[src/rtl/ebr_fifo_ctrl_if.sv]
// Bundle for ebr_fifo_ctrl: producer/consumer handshakes, EBR port, and occupancy flags.
// slave is the controller's view; master is the environment (producer, consumer, EBR).
interface ebr_fifo_ctrl_if #(
  parameter int unsigned DATA_W = 18,
  parameter int unsigned ADDR_W = 10
);
  logic              wr_valid;
  logic              wr_ready;
  logic [DATA_W-1:0] wr_data;
  logic              rd_valid;
  logic              rd_ready;
  logic [DATA_W-1:0] rd_data;
  logic              ebr_we;
  logic [ADDR_W-1:0] ebr_wa;
  logic [DATA_W-1:0] ebr_wd;
  logic              ebr_re;
  logic [ADDR_W-1:0] ebr_ra;
  logic [DATA_W-1:0] ebr_rd;
  logic [ADDR_W+1:0] count;
  logic              almost_full;
  logic              almost_empty;

  modport slave (
    input  wr_valid, wr_data, rd_ready, ebr_rd,
    output wr_ready, rd_valid, rd_data, ebr_we, ebr_wa, ebr_wd,
           ebr_re, ebr_ra, count, almost_full, almost_empty
  );

  modport master (
    output wr_valid, wr_data, rd_ready, ebr_rd,
    input  wr_ready, rd_valid, rd_data, ebr_we, ebr_wa, ebr_wd,
           ebr_re, ebr_ra, count, almost_full, almost_empty
  );
endinterface

[src/rtl/ebr_fifo_ctrl.sv]
// FIFO controller around a 1-cycle-latency EBR, with a 2-entry output skid buffer
// so the consumer sees a full-throughput valid/ready stream.
module ebr_fifo_ctrl #(
  parameter int unsigned DATA_W     = 18,
  parameter int unsigned ADDR_W     = 10,
  parameter int unsigned AFULL_THR  = 1020,
  parameter int unsigned AEMPTY_THR = 4
) (
  input  logic           clk,
  input  logic           rst_n,
  input  logic           flush,
  ebr_fifo_ctrl_if.slave bus
);

  localparam int unsigned DEPTH  = 1 << ADDR_W;
  localparam int unsigned MCNT_W = ADDR_W + 1;
  localparam int unsigned CNT_W  = ADDR_W + 2;

  logic [ADDR_W-1:0] wptr;
  logic [ADDR_W-1:0] rptr;
  logic [MCNT_W-1:0] mem_cnt;
  logic              inflight;
  logic              run;
  logic [1:0]        occ;
  logic [DATA_W-1:0] sk0;
  logic [DATA_W-1:0] sk1;

  logic              wr_ready_c;
  logic              push_c;
  logic              pop_c;
  logic              re_c;
  logic [2:0]        after_pop_c;
  logic [CNT_W-1:0]  count_c;

  // Handshakes and read-issue decision; a read is issued only if the skid can absorb it.
  always_comb begin
    wr_ready_c  = run && (mem_cnt < MCNT_W'(DEPTH)) && !flush;
    push_c      = bus.wr_valid && wr_ready_c;
    pop_c       = (occ != 2'd0) && bus.rd_ready && !flush;
    after_pop_c = 3'(occ) + 3'(inflight) - 3'(pop_c);
    re_c        = (mem_cnt != MCNT_W'(0)) && !flush && (after_pop_c < 3'd2);
    count_c     = CNT_W'(mem_cnt) + CNT_W'(inflight) + CNT_W'(occ);
  end

  assign bus.wr_ready     = wr_ready_c;
  assign bus.ebr_we       = push_c;
  assign bus.ebr_wa       = wptr;
  assign bus.ebr_wd       = bus.wr_data;
  assign bus.ebr_re       = re_c;
  assign bus.ebr_ra       = rptr;
  assign bus.rd_valid     = (occ != 2'd0);
  assign bus.rd_data      = sk0;
  assign bus.count        = count_c;
  assign bus.almost_full  = (count_c >= CNT_W'(AFULL_THR));
  assign bus.almost_empty = (count_c <= CNT_W'(AEMPTY_THR));

  // Pointers, EBR occupancy and read pipeline; run holds wr_ready low until the first edge out of reset.
  always_ff @(posedge clk or negedge rst_n) begin
    if (!rst_n) begin
      wptr     <= '0;
      rptr     <= '0;
      mem_cnt  <= '0;
      inflight <= 1'b0;
      run      <= 1'b0;
    end else begin
      run <= 1'b1;
      if (flush) begin
        wptr     <= '0;
        rptr     <= '0;
        mem_cnt  <= '0;
        inflight <= 1'b0;
      end else begin
        if (push_c) wptr <= wptr + ADDR_W'(1);
        if (re_c)   rptr <= rptr + ADDR_W'(1);
        mem_cnt  <= mem_cnt + MCNT_W'(push_c) - MCNT_W'(re_c);
        inflight <= re_c;
      end
    end
  end

  // Skid buffer: sk0 is the head; returning EBR data lands behind any held entry.
  always_ff @(posedge clk or negedge rst_n) begin
    if (!rst_n) begin
      occ <= 2'd0;
      sk0 <= '0;
      sk1 <= '0;
    end else if (flush) begin
      occ <= 2'd0;
      sk0 <= '0;
      sk1 <= '0;
    end else begin
      unique case ({pop_c, inflight})
        2'b01: begin
          if (occ == 2'd0) sk0 <= bus.ebr_rd;
          else             sk1 <= bus.ebr_rd;
          occ <= occ + 2'd1;
        end
        2'b10: begin
          sk0 <= sk1;
          occ <= occ - 2'd1;
        end
        2'b11: begin
          if (occ == 2'd1) begin
            sk0 <= bus.ebr_rd;
          end else begin
            sk0 <= sk1;
            sk1 <= bus.ebr_rd;
          end
        end
        default: ;
      endcase
    end
  end

endmodule

[src/flat_wrapper.sv]
// flat-port wrapper written by rule: the top's interface ports become plain ports
module ebr_fifo_ctrl_flat 
#(
  parameter int unsigned DATA_W     = 18,
  parameter int unsigned ADDR_W     = 10,
  parameter int unsigned AFULL_THR  = 1020,
  parameter int unsigned AEMPTY_THR = 4
)
  (clk, rst_n, flush, bus_wr_valid, bus_wr_data, bus_rd_ready, bus_ebr_rd, bus_wr_ready, bus_rd_valid, bus_rd_data, bus_ebr_we, bus_ebr_wa, bus_ebr_wd, bus_ebr_re, bus_ebr_ra, bus_count, bus_almost_full, bus_almost_empty);
  ebr_fifo_ctrl_if #(.DATA_W(DATA_W), .ADDR_W(ADDR_W)) bus_i ();
  input  logic clk;
  input  logic rst_n;
  input  logic flush;
  input wire logic [$bits(bus_i.wr_valid)-1:0] bus_wr_valid;
  input wire logic [$bits(bus_i.wr_data)-1:0] bus_wr_data;
  input wire logic [$bits(bus_i.rd_ready)-1:0] bus_rd_ready;
  input wire logic [$bits(bus_i.ebr_rd)-1:0] bus_ebr_rd;
  output wire logic [$bits(bus_i.wr_ready)-1:0] bus_wr_ready;
  output wire logic [$bits(bus_i.rd_valid)-1:0] bus_rd_valid;
  output wire logic [$bits(bus_i.rd_data)-1:0] bus_rd_data;
  output wire logic [$bits(bus_i.ebr_we)-1:0] bus_ebr_we;
  output wire logic [$bits(bus_i.ebr_wa)-1:0] bus_ebr_wa;
  output wire logic [$bits(bus_i.ebr_wd)-1:0] bus_ebr_wd;
  output wire logic [$bits(bus_i.ebr_re)-1:0] bus_ebr_re;
  output wire logic [$bits(bus_i.ebr_ra)-1:0] bus_ebr_ra;
  output wire logic [$bits(bus_i.count)-1:0] bus_count;
  output wire logic [$bits(bus_i.almost_full)-1:0] bus_almost_full;
  output wire logic [$bits(bus_i.almost_empty)-1:0] bus_almost_empty;
  assign bus_i.wr_valid = bus_wr_valid;
  assign bus_i.wr_data = bus_wr_data;
  assign bus_i.rd_ready = bus_rd_ready;
  assign bus_i.ebr_rd = bus_ebr_rd;
  assign bus_wr_ready = bus_i.wr_ready;
  assign bus_rd_valid = bus_i.rd_valid;
  assign bus_rd_data = bus_i.rd_data;
  assign bus_ebr_we = bus_i.ebr_we;
  assign bus_ebr_wa = bus_i.ebr_wa;
  assign bus_ebr_wd = bus_i.ebr_wd;
  assign bus_ebr_re = bus_i.ebr_re;
  assign bus_ebr_ra = bus_i.ebr_ra;
  assign bus_count = bus_i.count;
  assign bus_almost_full = bus_i.almost_full;
  assign bus_almost_empty = bus_i.almost_empty;
  ebr_fifo_ctrl #(.DATA_W(DATA_W), .ADDR_W(ADDR_W), .AFULL_THR(AFULL_THR), .AEMPTY_THR(AEMPTY_THR)) u_core (.clk(clk), .rst_n(rst_n), .flush(flush), .bus(bus_i));
endmodule
[config.mk]
export PLATFORM = sky130hd
export DESIGN_NAME = ebr_fifo_ctrl_flat
export DESIGN_NICKNAME = d
export VERILOG_FILES = /design/src/rtl/ebr_fifo_ctrl_if.sv /design/src/rtl/ebr_fifo_ctrl.sv /design/src/flat_wrapper.sv
export SDC_FILE = /design/constraint.sdc
export NUM_CORES = 1
export LEC_CHECK = 0
export BUFFER_PORTS_ARGS = -buffer_cell sky130_fd_sc_hd__buf_2
export CAP_MARGIN = 20
export CORE_UTILIZATION = 57
export CTS_CLUSTER_SIZE = 12
export DETAILED_ROUTE_END_ITERATION = 16
export GPL_ROUTABILITY_DRIVEN = 1
export PLACE_DENSITY_LB_ADDON = 0.05
export SYNTH_ARGS = -nofsm -noshare
export SYNTH_HDL_FRONTEND = slang
export SYNTH_SLANG_ARGS = --single-unit
[constraint.sdc]
create_clock -name clk -period 6.7 [get_ports clk]
set_clock_uncertainty 0.15 [all_clocks]
set_input_delay 0 -clock clk [delete_from_list [all_inputs] [get_ports clk]]
set_output_delay 0 -clock clk [all_outputs]
set_load 0.005 [all_outputs]
==> results of run 1 <==
==> report_power, final <==
group          switching [uW]  internal, uW  total, uW  leakage [uW]
Combinational             582           449       1030       0.00157
Clock                     172           146        318     0.0000902
Sequential               95.6           531        627      0.000948
Total                     849          1130       1980       0.00261
==> area by class of cell <==
class                      instances  area (um2)
timing repair buffer             121         811
tap                               99         124
clock buffer                      10         138
inverter                          36         135
fill                             594        2070
multi-input combinational        319        2190
clock inverter                     6        45.0
sequential                        71        1780
==> logic make-up after synthesis <==
kind of cell | Yosys count | synth area share
and+or+nand+nor | 159 | 0.182
DFF | 71 | 0.412
other | 1 | 0.000870
muxes | 5 | 0.0131
buffers and inverters | 72 | 0.0810
AOI/OAI and AO/OA | 96 | 0.154
adders and majority gates | 35 | 0.109
xor gates and xnor gates | 23 | 0.0485
==> flip-flops by register name, summed over array words and instances (netlist names) <==
signal              count
u_core.mem_cnt         11
u_core.occ              2
u_core.sk1             18
u_core.bus.rd_data     18
u_core.bus.ebr_ra      10
u_core.bus.ebr_wa      10
u_core.inflight         1
u_core.run              1
==> critical path, delay by kind of cell (launching register included) <==
family          cells  cell delay, ns
buf+inv             5            0.56
simple gates        4            0.63
mux                 1            0.31
compound gates      3            0.70
flops               1            0.48
fa+ha+maj           6            1.72
xor+xnor            1            0.17
==> how the worst min path moves through the flow <==
stage                              start                    end  slack, ns  cells past startpoint
after floorplan                    rst_n   u_core.bus.ebr_ra[0]      -0.45                      0
after global placement    bus_wr_data[9]          bus_ebr_wd[9]      -0.15                      0
after detailed placement  bus_wr_data[9]          bus_ebr_wd[9]      -0.15                      0
after CTS                   bus_rd_ready          u_core.occ[1]       0.27                      4
after global routing       bus_ebr_rd[5]          u_core.sk1[5]       0.30                      4
final                              rst_n  u_core.bus.rd_data[6]       0.27                      3
==> routing by layer <==
| metal | vias to the layer above | routed length [um] |
|---|---|---|
| met5 | - | 0 |
| met4 | 0 | 109 |
| met3 | 10 | 461 |
| met2 | 124 | 4800 |
| met1 | 1706 | 4530 |
| li1 | 1757 | - |
==> through the flow <==
step | hold WS (ns) | power (uW) | util | setup slack, ns | area, um2
after floorplan | -0.446 | 1360 | - | 2.40 | 4310
after global placement | -0.150 | 1600 | 0.637 | 2.02 | 4640
after detailed placement | -0.150 | 1630 | 0.637 | 1.91 | 4640
after CTS | 0.274 | 1980 | 0.716 | 1.87 | 5220
after global routing | 0.295 | 2140 | 0.716 | 1.53 | 5220
final | 0.275 | 1980 | 0.716 | 1.88 | 5220
==> placed cells by master (no fill, tap or decap), types with 3 or more instances in the layout <==
master | synthesis | layout
nand2_1 | 73 | 73
clkbuf_8 | 0 | 10
mux2i_1 | 3 | 3
nor2_1 | 26 | 25
nand4_1 | 5 | 5
fa_1 | 4 | 4
and3_1 | 5 | 5
o21ai_0 | 11 | 11
dlygate4sd3_1 | 0 | 39
nor2b_1 | 7 | 7
xor2_1 | 7 | 7
dfrtp_1 | 71 | 71
a21oi_1 | 26 | 26
a22oi_1 | 18 | 18
o31ai_1 | 19 | 19
or3_1 | 3 | 3
ha_1 | 31 | 31
buf_4 | 19 | 4
a211oi_1 | 3 | 3
xnor2_1 | 15 | 15
nor3_1 | 5 | 5
buf_2 | 6 | 78
nor3b_1 | 3 | 3
and2_1 | 3 | 3
inv_1 | 34 | 34
a21o_1 | 5 | 5
nand3_1 | 13 | 13
==> flow_summary.json, run 1 <==
{
  "ys_async_sr_fraction": 1.00,
  "syn_nets": 538,
  "slew_headroom": 0.394,
  "grt_setup_unrepaired": "no",
  "cts.repair.resized": 0,
  "critPathLaunchType": "flip-flop",
  "p_leak_uw": 0.00261,
  "avgSynthCellArea_um2": 9.33,
  "grt.met1_usage": 0.344,
  "slew_viol_final": 0,
  "clock.fmax_mhz": 207,
  "ff2ff_setup_slack_ns": 1.88,
  "use_met3": 0.0489,
  "cts.root.buffer_cell": "clkbuf_8",
  "wl_per_cell_um": 15.0,
  "dieWidth_um": 89.0,
  "hold_violations": 0,
  "ys_seq_area_frac": 0.412,
  "dr.pass1.iters": 4,
  "critical_path.max_stage_delay_ns": 0.48,
  "overflow": 0,
  "row_count": 31,
  "core_mm2": 0.00729,
  "syn_to_final_growth_pct": 21.0,
  "nets": 634,
  "yosysTopAreaCell": "dfrtp_1",
  "drc_errors": 0,
  "clock_sinks": 71,
  "yosysMostFrequentCell": "nand2_1",
  "antenna_cells": 0,
  "antenna_found_initial": 0,
  "cts_tree": "yes",
  "finalNonFillerCells": 662,
  "p_per_area_mw_per_mm2": 379,
  "clk_pin_slew_ns": 0.08,
  "endpoint_kind": "flip-flop",
  "synth_area_mm2": 0.00431,
  "reg2reg_depth": 20,
  "reg2reg_from": "u_core.occ[1]",
  "port_buffers": 78,
  "clk_path_buf_depth": 2,
  "dieArea_mm2": 0.00792,
  "hold_buffers": 39,
  "netlist_instances": 462,
  "status": "finished, final reports clean",
  "crit_type": "flip-flop to flip-flop",
  "dp.cells": 607,
  "hpwl_um": 6500,
  "grt_pass1_vias": 3237,
  "setup_viol": 0,
  "postRouteAntennaNets": 0,
  "cts_buffers": 9,
  "synth_edf_count": 0,
  "hold_class": "input port to asynchronous set/reset pin",
  "fin_setup_tns_ns": 0,
  "crit_end": "u_core.mem_cnt[10]",
  "grt_pass1_wl_um": 15600,
  "grt.busiest_layer": "met2",
  "grt_max_degree": 72,
  "synth_flop_cell": "dfrtp_1",
  "slowest_stage": "dfrtp_1",
  "drtIter0Drc": 157,
  "vias": 3597,
  "clock_latency_ns": 0.34,
  "gp_congestion": 0.863,
  "start_util": 0.591,
  "track_usage": 0.260,
  "synth_top_area_frac": 0.412,
  "drive_above_1_share": 0.215,
  "synth_cell_type_count": 57,
  "crit_chain": "inv_1 > ha_1 > inv_1 > and3_1 > ha_1 > nand2b_1 > fa_1 > xnor2_1 > o2111ai_2 > inv_2 > ha_1 > inv_1 > ha_1 > inv_1 > fa_1 > nor2b_4 > or3_1 > a31oi_2 > o221ai_2 > mux2_4",
  "peakVddDrop_uv": 147,
  "synth.cells.most_frequent": "73 x nand2_1, 71 x dfrtp_1, 34 x inv_1",
  "pin_count": 115,
  "required_ns": 6.78,
  "synth_seq_cells": 71,
  "routed_via_density": 5.43,
  "met2_usage": 0.444,
  "startpoint": "u_core.occ[1]",
  "routed_wl_um": 9900,
  "r2r_end": "u_core.mem_cnt[10]",
  "synthTopCellsByArea": "dfrtp_1 41%, ha_1 9.0%, nand2_1 6.4%, buf_4 3.3%, o31ai_1 3.3%",
  "critPathArrivalTime_ns": 4.90,
  "min_period_ns": 4.82,
  "worstPathMaxFanout": 14,
  "post-route-period-util": 0.719,
  "postCtsSetupBuffers": 0,
  "tightest_slew_ns": 0.909,
  "max_cap_viol_count": 0,
  "die_h_um": 89.0,
  "synth.yosys.warnings": 0,
  "cts_htree_levels": 3
}
Note: power is estimated with default switching activity, not from simulation.
==> run 2: changes to the inputs <==
--- a/config.mk
+++ b/config.mk
@@ -5,9 +5,10 @@
 export SDC_FILE = /design/constraint.sdc
 export NUM_CORES = 1
 export LEC_CHECK = 0
+export ABC_AREA = 1
 export BUFFER_PORTS_ARGS = -buffer_cell sky130_fd_sc_hd__buf_2
 export CAP_MARGIN = 20
-export CORE_UTILIZATION = 57
+export CORE_UTILIZATION = 49
 export CTS_CLUSTER_SIZE = 12
 export DETAILED_ROUTE_END_ITERATION = 16
 export GPL_ROUTABILITY_DRIVEN = 1
==> constraint.sdc (replaced) <==
create_clock -name clk -period 4.32 [get_ports clk]
set_clock_uncertainty 0.15 [all_clocks]
set_input_delay 0 -clock clk [delete_from_list [all_inputs] [get_ports clk]]
set_output_delay 0 -clock clk [all_outputs]
set_load 0.005 [all_outputs]
==> run 2 against run 1 <==
Hold slack got worse by 0.078 ns. Register-to-register slack got worse by 1.6 ns. First-iteration DRC count decreased by 11%. Synthesized cell count increased by 28%. Setup slack worse by 1.6 ns. Die area up 24%. Power grew 59%. Count of clock-buffer cells in the layout stayed put. Sequential share of layout area down 2.4 points. Clock power grew 86%. Largest power group unchanged.
==> flow_summary.json, run 2 <==
{
  "crit_chain": "inv_2 > ha_2 > inv_1 > nand3_2 > inv_1 > ha_1 > or2_2 > fa_1 > or2_1 > nand4_4 > nor2_4 > ha_1 > inv_1 > ha_1 > inv_1 > fa_2 > inv_1 > nand3_1 > nand3_2 > nand4_1 > nand3_1 > nand2_1 > nor2_1",
  "routed_via_density": 5.11,
  "worst_slack_ns": 0.317,
  "drtIter0Drc": 140,
  "avgSynthCellArea_um2": 7.81,
  "grt_max_degree": 43,
  "layout_common_cells": "117 x inv_1, 93 x nand2_1, 78 x buf_2, 71 x dfrtp_1, 56 x nand3_1",
  "wl_per_cell_um": 13.2,
  "synth_area_mm2": 0.00463,
  "post-route-period-util": 0.927,
  "synth.yosys.warnings": 0,
  "synth_edf_count": 0,
  "ff2ff_setup_slack_ns": 0.32,
  "worst_path_most_repeated_cell": "inv_1",
  "ys_async_sr_fraction": 1.00,
  "die_h_um": 99.2,
  "slowest_stage": "dfrtp_1",
  "row_count": 35,
  "antenna_cells": 0,
  "clk_pin_slew_ns": 0.08,
  "crit_end": "u_core.mem_cnt[8]",
  "postRouteAntennaNets": 0,
  "cts_htree_levels": 3,
  "nets": 774,
  "setup_viol": 0,
  "slew_viol_final": 0,
  "port_buffers": 78,
  "grt_pass1_vias": 3994,
  "hold_violations": 0,
  "p_leak_uw": 0.00296,
  "r2r_end": "u_core.mem_cnt[8]",
  "antenna_found_initial": 0,
  "vias": 4155,
  "clock.fmax_mhz": 250,
  "hold_class": "input port to asynchronous set/reset pin",
  "grt_setup_unrepaired": "no",
  "drive_above_1_share": 0.182,
  "clock_sinks": 71,
  "startpoint": "u_core.occ[0]",
  "cts.root.buffer_cell": "clkbuf_8",
  "worstPathMaxFanout": 4,
  "reg2reg_from": "u_core.occ[0]",
  "dr.pass1.iters": 4,
  "yosysMostFrequentCell": "inv_1",
  "final_area_mm2": 0.00562,
  "grt_pass1_wl_um": 18100,
  "synth_seq_cells": 71,
  "dieArea_mm2": 0.00984,
  "start_util": 0.504,
  "track_usage": 0.228,
  "overflow": 0,
  "yosysTopAreaCell": "dfrtp_1",
  "netlist_instances": 593,
  "p_per_area_mw_per_mm2": 559,
  "synth_cell_type_count": 40,
  "tightest_slew_ns": 0.958,
  "cts_buffers": 9,
  "pin_count": 115,
  "synth_flop_cell": "dfrtp_1",
  "synth.cells.most_frequent": "119 x inv_1, 93 x nand2_1, 71 x dfrtp_1",
  "synth_top_area_frac": 0.384,
  "drc_errors": 0,
  "peakVddDrop_uv": 383,
  "slew_headroom": 0.361,
  "endpoint_kind": "flip-flop",
  "max_cap_viol_count": 0,
  "fin_setup_tns_ns": 0,
  "status": "finished, final reports clean",
  "critPathLaunchType": "flip-flop",
  "core_mm2": 0.00920,
  "reg2reg_depth": 23,
  "routed_wl_um": 10800,
  "layout_commonest_cell": "inv_1",
  "pre_cts_slack_ns": 0.0891,
  "placement.cell_area_mm2": 0.00497,
  "syn_to_final_growth_pct": 21.3,
  "cts_tree": "yes",
  "hpwl_um": 7170,
  "synthTopCellsByArea": "dfrtp_1 38%, inv_1 9.6%, ha_1 8.4%, nand2_1 7.5%, nand3_1 6.3%",
  "critical_path.max_stage_delay_ns": 0.39,
  "clock_latency_ns": 0.34,
  "crit_type": "flip-flop to flip-flop",
  "ys_seq_area_frac": 0.384,
  "dieWidth_um": 99.2,
  "required_ns": 4.44,
  "syn_nets": 669,
  "min_period_ns": 4.00,
  "clk_path_buf_depth": 2,
  "gp_congestion": 0.867,
  "critPathArrivalTime_ns": 4.13
}
[run 2: timing repair]
action	in CTS	in global routing
hold buffers	39	0
endpoints found under the setup margin	0	3
gates resized for setup	0	6
setup buffers	0	3
endpoints found under the hold margin	103	0
[run 2: kinds of logic after synthesis]
family	after synthesis	synth area share
compound gates	99	0.125
xor+xnor	7	0.0132
fa+ha+maj	35	0.101
buf+inv	153	0.149
flops	71	0.384
other cells	1	0.000810
simple gates	227	0.228
[run 2: routing by layer]
layer | GRT usage | wire [um]
met3 | 0.0394 | 364
met5 | 0 | 0
met2 | 0.390 | 5250
met1 | 0.301 | 5100
met4 | 0.0532 | 43
[run 2: per-stage QoR]
step | total power (uW) | cells | util | hold WS (ns)
2_1_floorplan | 2070 | 593 | - | -0.446
3_3_place_gp | 2470 | 756 | 0.541 | -0.150
3_5_place_dp | 2490 | 756 | 0.541 | -0.150
4_1_cts | 3130 | 810 | 0.607 | 0.221
5_1_grt | 3450 | 813 | 0.611 | 0.267
6_report | 3140 | 813 | 0.611 | 0.197
[run 2: area by class of cell]
type,instances,area (um2)
multi-input combinational,369,2180
timing repair buffer,125,841
inverter,122,463
sequential,71,1780
fill,868,3580
clock buffer,10,138
tap,111,139
clock inverter,5,81.3
[run 2: how the worst min path moves through the flow]
stage | startpoint | end | slack, ns | depth (start not counted)
2_1_floorplan | rst_n | u_core.bus.ebr_ra[0] | -0.45 | 0
3_5_place_dp | bus_wr_data[1] | bus_ebr_wd[1] | -0.15 | 0
4_1_cts | rst_n | u_core.bus.rd_data[1] | 0.22 | 2
3_3_place_gp | bus_wr_data[1] | bus_ebr_wd[1] | -0.15 | 0
6_report | rst_n | u_core.sk1[1] | 0.20 | 2
5_1_grt | bus_rd_ready | u_core.occ[0] | 0.27 | 6
[run 2: power breakdown]
| part | switching (uW) | total, uW | internal [uW] |
|---|---|---|---|
| Sequential | 131 | 953 | 823 |
| Clock | 252 | 591 | 339 |
| Combinational | 970 | 1600 | 627 |
[run 2: critical path, delay by kind of cell (launching register included)]
| family | cells | cell delay [ns] |
|---|---|---|
| and+or+nand+nor | 11 | 1.35 |
| adders and majority gates | 6 | 1.62 |
| buffers and inverters | 6 | 0.41 |
| DFF | 1 | 0.39 |
